$ cat src/rtl/dram_arb_pkg.sv
// Shared types and constants for the data-RAM arbiter between the CPU data
// port (C) and the loader/DMA port (D).
package dram_arb_pkg;

  typedef enum logic {ARB, BURST} arb_state_e;

  localparam int WAIT_W = 4;
  localparam int BEAT_W = 8;

  localparam int PORT_C = 0;
  localparam int PORT_D = 1;

endpackage

$ cat src/rtl/dram_arbiter.sv
// Single-port dram arbiter: C has fixed priority, D gets starvation relief
// after MAX_WAIT denied cycles and may lock the RAM for up to MAX_BURST beats.
module dram_arbiter
  import dram_arb_pkg::*;
#(
  parameter int AW        = 12,
  parameter int DW        = 32,
  parameter int MAX_WAIT  = 4,
  parameter int MAX_BURST = 8
) (
  input  logic          i_clk,
  input  logic          i_rstb,
  input  logic          i_clk_en,
  input  logic          i_c_req,
  input  logic          i_c_we,
  input  logic [AW-1:0] i_c_addr,
  input  logic [DW-1:0] i_c_wdata,
  output logic          o_c_gnt,
  output logic          o_c_rvalid,
  output logic [DW-1:0] o_c_rdata,
  input  logic          i_d_req,
  input  logic          i_d_we,
  input  logic          i_d_lock,
  input  logic [AW-1:0] i_d_addr,
  input  logic [DW-1:0] i_d_wdata,
  output logic          o_d_gnt,
  output logic          o_d_rvalid,
  output logic [DW-1:0] o_d_rdata,
  output logic          o_ram_cs,
  output logic          o_ram_we,
  output logic [AW-1:0] o_ram_addr,
  output logic [DW-1:0] o_ram_wdata,
  input  logic [DW-1:0] i_ram_rdata
);

  localparam logic [WAIT_W-1:0] WAIT_MAX = WAIT_W'(MAX_WAIT);
  localparam logic [BEAT_W-1:0] BEAT_MAX = BEAT_W'(MAX_BURST);

  arb_state_e        state, state_nxt;
  logic [WAIT_W-1:0] wait_cnt, wait_nxt;
  logic [BEAT_W-1:0] beat_cnt, beat_nxt, beat_inc;
  logic              force_c, force_nxt;
  logic              active, burst_hold, d_win;
  logic [1:0]        gnt;
  logic              c_rvalid_p1, d_rvalid_p1;

  // Stage p0: combinational grant and next-state decode
  always_comb begin
    active     = i_clk_en & i_rstb;
    burst_hold = (state == BURST) & i_d_req;
    // force_c gives C the cycle right after a forced burst release
    d_win      = i_d_req & (burst_hold | !i_c_req |
                            (!force_c & (wait_cnt == WAIT_MAX)));
    gnt = '0;
    if (active) begin
      if (d_win)        gnt[PORT_D] = 1'b1;
      else if (i_c_req) gnt[PORT_C] = 1'b1;
    end

    state_nxt = state;
    wait_nxt  = wait_cnt;
    beat_nxt  = beat_cnt;
    force_nxt = 1'b0;
    beat_inc  = beat_cnt + BEAT_W'(1);

    if (!i_d_req || gnt[PORT_D]) wait_nxt = '0;
    else if (wait_cnt != WAIT_MAX) wait_nxt = wait_cnt + WAIT_W'(1);

    case (state)
      ARB: begin
        if (gnt[PORT_D] && i_d_lock) begin
          state_nxt = BURST;
          beat_nxt  = BEAT_W'(1);
        end
      end
      BURST: begin
        if (!i_d_req) begin
          state_nxt = ARB;
        end else begin
          beat_nxt = beat_inc;
          if (!i_d_lock) begin
            state_nxt = ARB;
          end else if (beat_inc == BEAT_MAX) begin
            state_nxt = ARB;
            force_nxt = 1'b1;
          end
        end
      end
    endcase
  end

  always_ff @(posedge i_clk) begin
    if (!i_rstb) begin
      state       <= ARB;
      wait_cnt    <= '0;
      beat_cnt    <= '0;
      force_c     <= 1'b0;
      c_rvalid_p1 <= 1'b0;
      d_rvalid_p1 <= 1'b0;
    end else if (i_clk_en) begin
      state       <= state_nxt;
      wait_cnt    <= wait_nxt;
      beat_cnt    <= beat_nxt;
      force_c     <= force_nxt;
      c_rvalid_p1 <= gnt[PORT_C] & !i_c_we;
      d_rvalid_p1 <= gnt[PORT_D] & !i_d_we;
    end
  end

  // Stage p1: read return; data comes straight from the RAM, qualified by rvalid
  assign o_c_gnt     = gnt[PORT_C];
  assign o_d_gnt     = gnt[PORT_D];
  assign o_ram_cs    = |gnt;
  assign o_ram_we    = gnt[PORT_D] ? i_d_we    : i_c_we;
  assign o_ram_addr  = gnt[PORT_D] ? i_d_addr  : i_c_addr;
  assign o_ram_wdata = gnt[PORT_D] ? i_d_wdata : i_c_wdata;
  assign o_c_rvalid  = c_rvalid_p1;
  assign o_d_rvalid  = d_rvalid_p1;
  assign o_c_rdata   = i_ram_rdata;
  assign o_d_rdata   = i_ram_rdata;

endmodule

$ cat config.mk
export PLATFORM = sky130hd
export DESIGN_NAME = dram_arbiter
export DESIGN_NICKNAME = d
export VERILOG_FILES = /design/src/rtl/dram_arb_pkg.sv /design/src/rtl/dram_arbiter.sv
export SDC_FILE = /design/constraint.sdc
export NUM_CORES = 1
export LEC_CHECK = 0
export ABC_AREA = 1
export BUFFER_PORTS_ARGS = -buffer_cell sky130_fd_sc_hd__buf_2
export CORE_AREA = 3 3 92 94
export CTS_CLUSTER_DIAMETER = 40
export DETAILED_ROUTE_END_ITERATION = 8
export DIE_AREA = 0 0 95 97
export PLACE_DENSITY = 0.75
export SKIP_LAST_GASP = 1
export SLEW_MARGIN = 20
export SYNTH_ARGS = -nofsm -noshare
export SYNTH_HDL_FRONTEND = slang
export SYNTH_SLANG_ARGS = --single-unit
export TNS_END_PERCENT = 100
$ cat constraint.sdc
create_clock -name i_clk -period 2.1 [get_ports i_clk]
set_clock_uncertainty 0.15 [all_clocks]
set_input_delay 0.105 -clock i_clk [delete_from_list [all_inputs] [get_ports i_clk]]
set_output_delay 0.105 -clock i_clk [all_outputs]
set_load 0.005 [all_outputs]
; ---- Word-level counts from Yosys, hierarchy flattened
; Index checks and enable logic that the tools add are counted.
[word_totals]
inputBits = 128
elab_cells = 54
ff_bits = 16
[op_classes]
add_sub_neg = 2
bitwise = 9
n_reduce_logical = 11
n_mux = 21
eq_ne = 5
[ops]
columns = cell, count
row1 = 32-bit 2-to-1 mux, 1
row2 = 8-bit 2-to-1 mux, 2
row3 = 8-bit case mux with 2 select lines, 1
row4 = 1-bit 2-to-1 mux, 12
row5 = 12-bit 2-to-1 mux, 1
row6 = 8-bit by 1-bit adder with 8-bit output (second input constant), 1
row7 = 8-bit by 4-bit equality test with 1-bit output (second input constant), 1
row8 = 4-bit 2-to-1 mux, 2
row9 = 1-bit AND, 6
row10 = 1-bit zero test, 5
row11 = 4-bit by 1-bit adder with 4-bit output (second input constant), 1
row12 = 4-bit by 3-bit equality test with 1-bit output (second input constant), 1
row13 = 2-bit inequality test (second input constant), 2
row14 = 4-bit by 3-bit inequality test with 1-bit output (second input constant), 1
row15 = 3-bit AND reduction, 1
row16 = 2-bit 2-to-1 mux, 1
row17 = 1-bit OR, 2
row18 = 1-bit case mux with 2 select lines, 1
row19 = 2-bit AND reduction, 1
row20 = 2-bit nonzero test, 1
row21 = 2-bit OR reduction, 1
row22 = 1-bit logical AND, 1
row23 = 1-bit logical OR, 1
row24 = 1-bit inverter, 1

; ---- Longest topological paths before layout
[logic_depth]
depth_word = 9
depth_mapped = 12
depth_no_buf = 12

; ---- Worst setup path after synthesis
; OpenSTA, ideal clock, no wires.
[synth_path]
path_kind = flip-flop to output port
start = register wait_cnt[0]
end = output o_ram_we
setup_slack_ps = 484
path_buffers = 1
required_ps = 1845
arrival_ps = 1361
stages_incl_launch_ff = 11
path_cell_list = dfxtp_1 > inv_1 > ha_1 > nand2_1 > nor2_2 > nand2_1 > nand2_2 > nand3_4 > buf_6 > or2_4 > o21a_1
[synth_via]
elab_chain_cells = 7
[synth_lines]
columns = item, line_no
row1 = start: declaration, dram_arbiter.sv:40  ; logic [WAIT_W-1:0] wait_cnt, wait_nxt;
row2 = start signal: assignment, dram_arbiter.sv:102  ; wait_cnt <= wait_nxt;
row3 = 4-bit by 3-bit equality test with 1-bit output, dram_arbiter.sv:53  ; (!force_c & (wait_cnt == WAIT_MAX)));
row4 = 1-bit AND, dram_arbiter.sv:53
row5 = 1-bit OR, dram_arbiter.sv:52  ; d_win = i_d_req & (burst_hold | !i_c_req |
row6 = 1-bit AND, dram_arbiter.sv:52
row7 = 1-bit 2-to-1 mux, dram_arbiter.sv:56  ; if (d_win) gnt[PORT_D] = 1'b1;
row8 = 2-bit 2-to-1 mux, dram_arbiter.sv:55  ; if (active) begin
row9 = 1-bit 2-to-1 mux, dram_arbiter.sv:114  ; assign o_ram_we = gnt[PORT_D] ? i_d_we : i_c_we;
row10 = end: declaration, dram_arbiter.sv:30  ; output logic o_ram_we,
; Every way passes these cells.

; ---- Final worst setup path
[layout_path]
start = register wait_cnt[0]
end = output o_ram_wdata[21]
[layout_via]
elab_chain_cells = 7
[layout_lines]
columns = item, line_no
row1 = 4-bit by 3-bit equality test with 1-bit output, dram_arbiter.sv:53
row2 = 1-bit AND, dram_arbiter.sv:53
row3 = 1-bit OR, dram_arbiter.sv:52
row4 = 1-bit AND, dram_arbiter.sv:52
row5 = 1-bit 2-to-1 mux, dram_arbiter.sv:56
row6 = 2-bit 2-to-1 mux, dram_arbiter.sv:55
row7 = 32-bit 2-to-1 mux, dram_arbiter.sv:116  ; assign o_ram_wdata = gnt[PORT_D] ? i_d_wdata : i_c_wdata;
row8 = end: declaration, dram_arbiter.sv:32  ; output logic [DW-1:0] o_ram_wdata,
; Every way passes these cells.

==> flow_summary.json <==
{
  "wire_per_inst_um": 19.0,
  "max_freq_ghz": 0.476,
  "fill_cells": 846,
  "htreeDepth": 1,
  "synth_edf_count": 0,
  "syn_avg_cell_area_sq_um": 5.60,
  "relSlewSlack_pct": 81.5,
  "power_density_nw_per_um2": 356,
  "clk_latency_ns": 0.25,
  "row_count": 32,
  "pin_count": 242,
  "clk_pin_slew_ns": 0.07,
  "syn_nets": 485,
  "dieArea_sq_um": 9220,
  "routed_wl_um": 10300,
  "period_share_pct": 100,
  "drcViolationCount": 0,
  "fp.dieH_um": 97,
  "grt_pass1_vias": 2323,
  "worst_path_max_delay_cell": "dfxtp_2",
  "status": "finished with violations",
  "crit_type": "flip-flop to output pin",
  "worst_slack_ns": -0.00267,
  "yosysUniqueCellTypes": 22,
  "ir_worst_vdd_mv": 0.333,
  "drtIter0Drc": 114,
  "crit_path_end_kind": "output pin",
  "dpl.cell_count": 529,
  "initial_core_util_pct": 25.6,
  "antenna_found_initial": 0,
  "rsz0062_at_grt": "true",
  "worstSetupStartpointType": "flip-flop",
  "gr-total-overflow": 0,
  "hold_viol_final": 0,
  "syn_area_sq_um": 1980,
  "dieWidth_um": 95,
  "via_per_inst": 4.74,
  "fin_crit_ns": 2.10,
  "post-dp-hpwl_um": 7990,
  "numCtsBuffers": 3,
  "cts_tree": "yes",
  "fp.coreArea_sq_um": 7730,
  "track_usage_pct": 19.4,
  "failed_checks": "negative setup slack",
  "worst_slew_pin_slew_ns": 0.276,
  "ys_ff_latch": 16,
  "ys_seq_area_share_pct": 16.2,
  "drv_cap": 0,
  "portBuffers": 145,
  "layout-drive-gt1-share_pct": 45.0,
  "crit_chain": "inv_2 > ha_4 > nand2_4 > nor2_4 > nand2_2 > nand2_2 > nand3_4 > buf_12 > nand2_1 > nand2_1 > buf_2",
  "num_vias": 2578,
  "drv_slew": 0,
  "crit_path_max_incr_delay_ns": 0.33,
  "p_leak_nw": 1.56,
  "fin_tns_setup_ns": -0.00267,
  "synth_ff_type": "dfxtp_1",
  "cp.required_ns": 1.85,
  "async_flop_share_pct": 0,
  "total_power_mw": 0.971,
  "fin_cells": 544,
  "n_antenna_cell": 0,
  "area_growth_pct": 37.6,
  "root_buffer": "clkbuf_8",
  "grt_pass1_wl_um": 13300,
  "ant_nets": 0,
  "cts_buffer_depth": 2,
  "syn_inst": 354,
  "final_common_cell": "nand2_1",
  "ys_warn_count": 0,
  "nets": 575,
  "min_path_type": "input port to flip-flop",
  "path_max_fanout": 23,
  "arrival_ns": 1.85,
  "gp_congestion": 0.981,
  "final_cell_mix": "nand2_1, buf_2, nor2_1",
  "clock-sinks": 16,
  "dr.pass1.iters": 4,
  "grt_max_degree": 47,
  "finalSetupViolCount": 1
}
repair_timing:
item,CTS,global route
pin swaps,0,10
hold buffers,2,0
setup endpoints to repair,4,47
cloned,0,7
resized for setup,0,52
buffers inserted,0,3
endpoints found under the hold margin,2,0
cell usage after synthesis, types with 2 or more instances:
cell | number | area, sq um
nand4_1 | 4 | 25.0
o21a_1 | 2 | 15.0
dfxtp_1 | 16 | 320
inv_2 | 2 | 7.51
ha_1 | 3 | 37.5
nand2_2 | 2 | 12.5
a21oi_1 | 8 | 40.0
nand3_1 | 13 | 65.1
a22oi_1 | 3 | 22.5
buf_2 | 10 | 50.1
nor2_1 | 29 | 109
buf_4 | 64 | 480
inv_1 | 20 | 75.1
nand2_1 | 160 | 601
o21ai_0 | 11 | 55.1
layer usage:
metal  GRT usage, %  wire [um]  vias up
met1           27.4       3980     1171
met3           11.3       2150       19
li1               -          -     1202
met2           25.6       4100      186
met4           2.89        100        0
met5              0          0        -
cell families (layout without fill, tap and decap cells):
logic type                 Yosys count  count (layout)  synth area share (%)
and+or+nand+nor                    212             212                  42.9
DFF                                 16              16                  16.2
buffers and inverters               97             185                  31.5
adders and majority gates            3               3                  1.89
AOI/OAI and AO/OA                   26              26                  7.51
worst max-delay path: cells and delay by family (launching register included):
kind / cells / cell delay (ns)
and+or+nand+nor: 7 / 0.70
buffers and inverters: 3 / 0.41
DFF: 1 / 0.33
adders and majority gates: 1 / 0.14
area by class of cell:
cell class                      instances  area [sq um]  share of cell area [%]
Inverter                               22          95.1                    3.49
Clock buffer                            3          41.3                    1.51
Sequential cell                        16           323                    11.8
Multi-Input combinational cell        241          1120                    41.1
Timing Repair Buffer                  160          1020                    37.4
Tap cell                              102           128                    4.68
power breakdown:
part | internal, mW | switching [mW]
clock | 0.127 | 0.109
sequential | 0.313 | 0.00893
combinational | 0.197 | 0.216
total | 0.637 | 0.334
stage by stage:
stage | setup WS (ns) | utilization [%] | cell area, sq um | hold WS, ns
after floorplan | 0.484 | - | 1980 | 0.121
final | -0.00267 | 35.3 | 2730 | 0.0367
after CTS | -0.0373 | 31.1 | 2400 | 0.0324
after detailed placement | 0.192 | 30.3 | 2340 | 0.0601
after global placement | 0.284 | 30.3 | 2340 | 0.0601
after global routing | -0.0462 | 35.3 | 2730 | 0.0448
path summary, 6_finish.rpt:
path | from | endpoint | slack (ns) | depth (start not counted)
max | wait_cnt[0]$_SDFFE_PN0P_ | o_ram_wdata[21] | -0.003 | 11
min | i_rstb | beat_cnt[3]$_SDFFE_PN0P_ | 0.04 | 3
max reg2reg | wait_cnt[1]$_SDFFE_PN0P_ | wait_cnt[1]$_SDFFE_PN0P_ | 0.16 | 12
min reg2reg | force_c$_SDFFE_PN0P_ | force_c$_SDFFE_PN0P_ | 0.33 | 2
registers in the layout (all words and copies together) (netlist names):
name	flops
beat_cnt	8
wait_cnt	4
force_c	1
o_c_rvalid	1
o_d_rvalid	1
state	1
(Power assumes the default switching activity.)
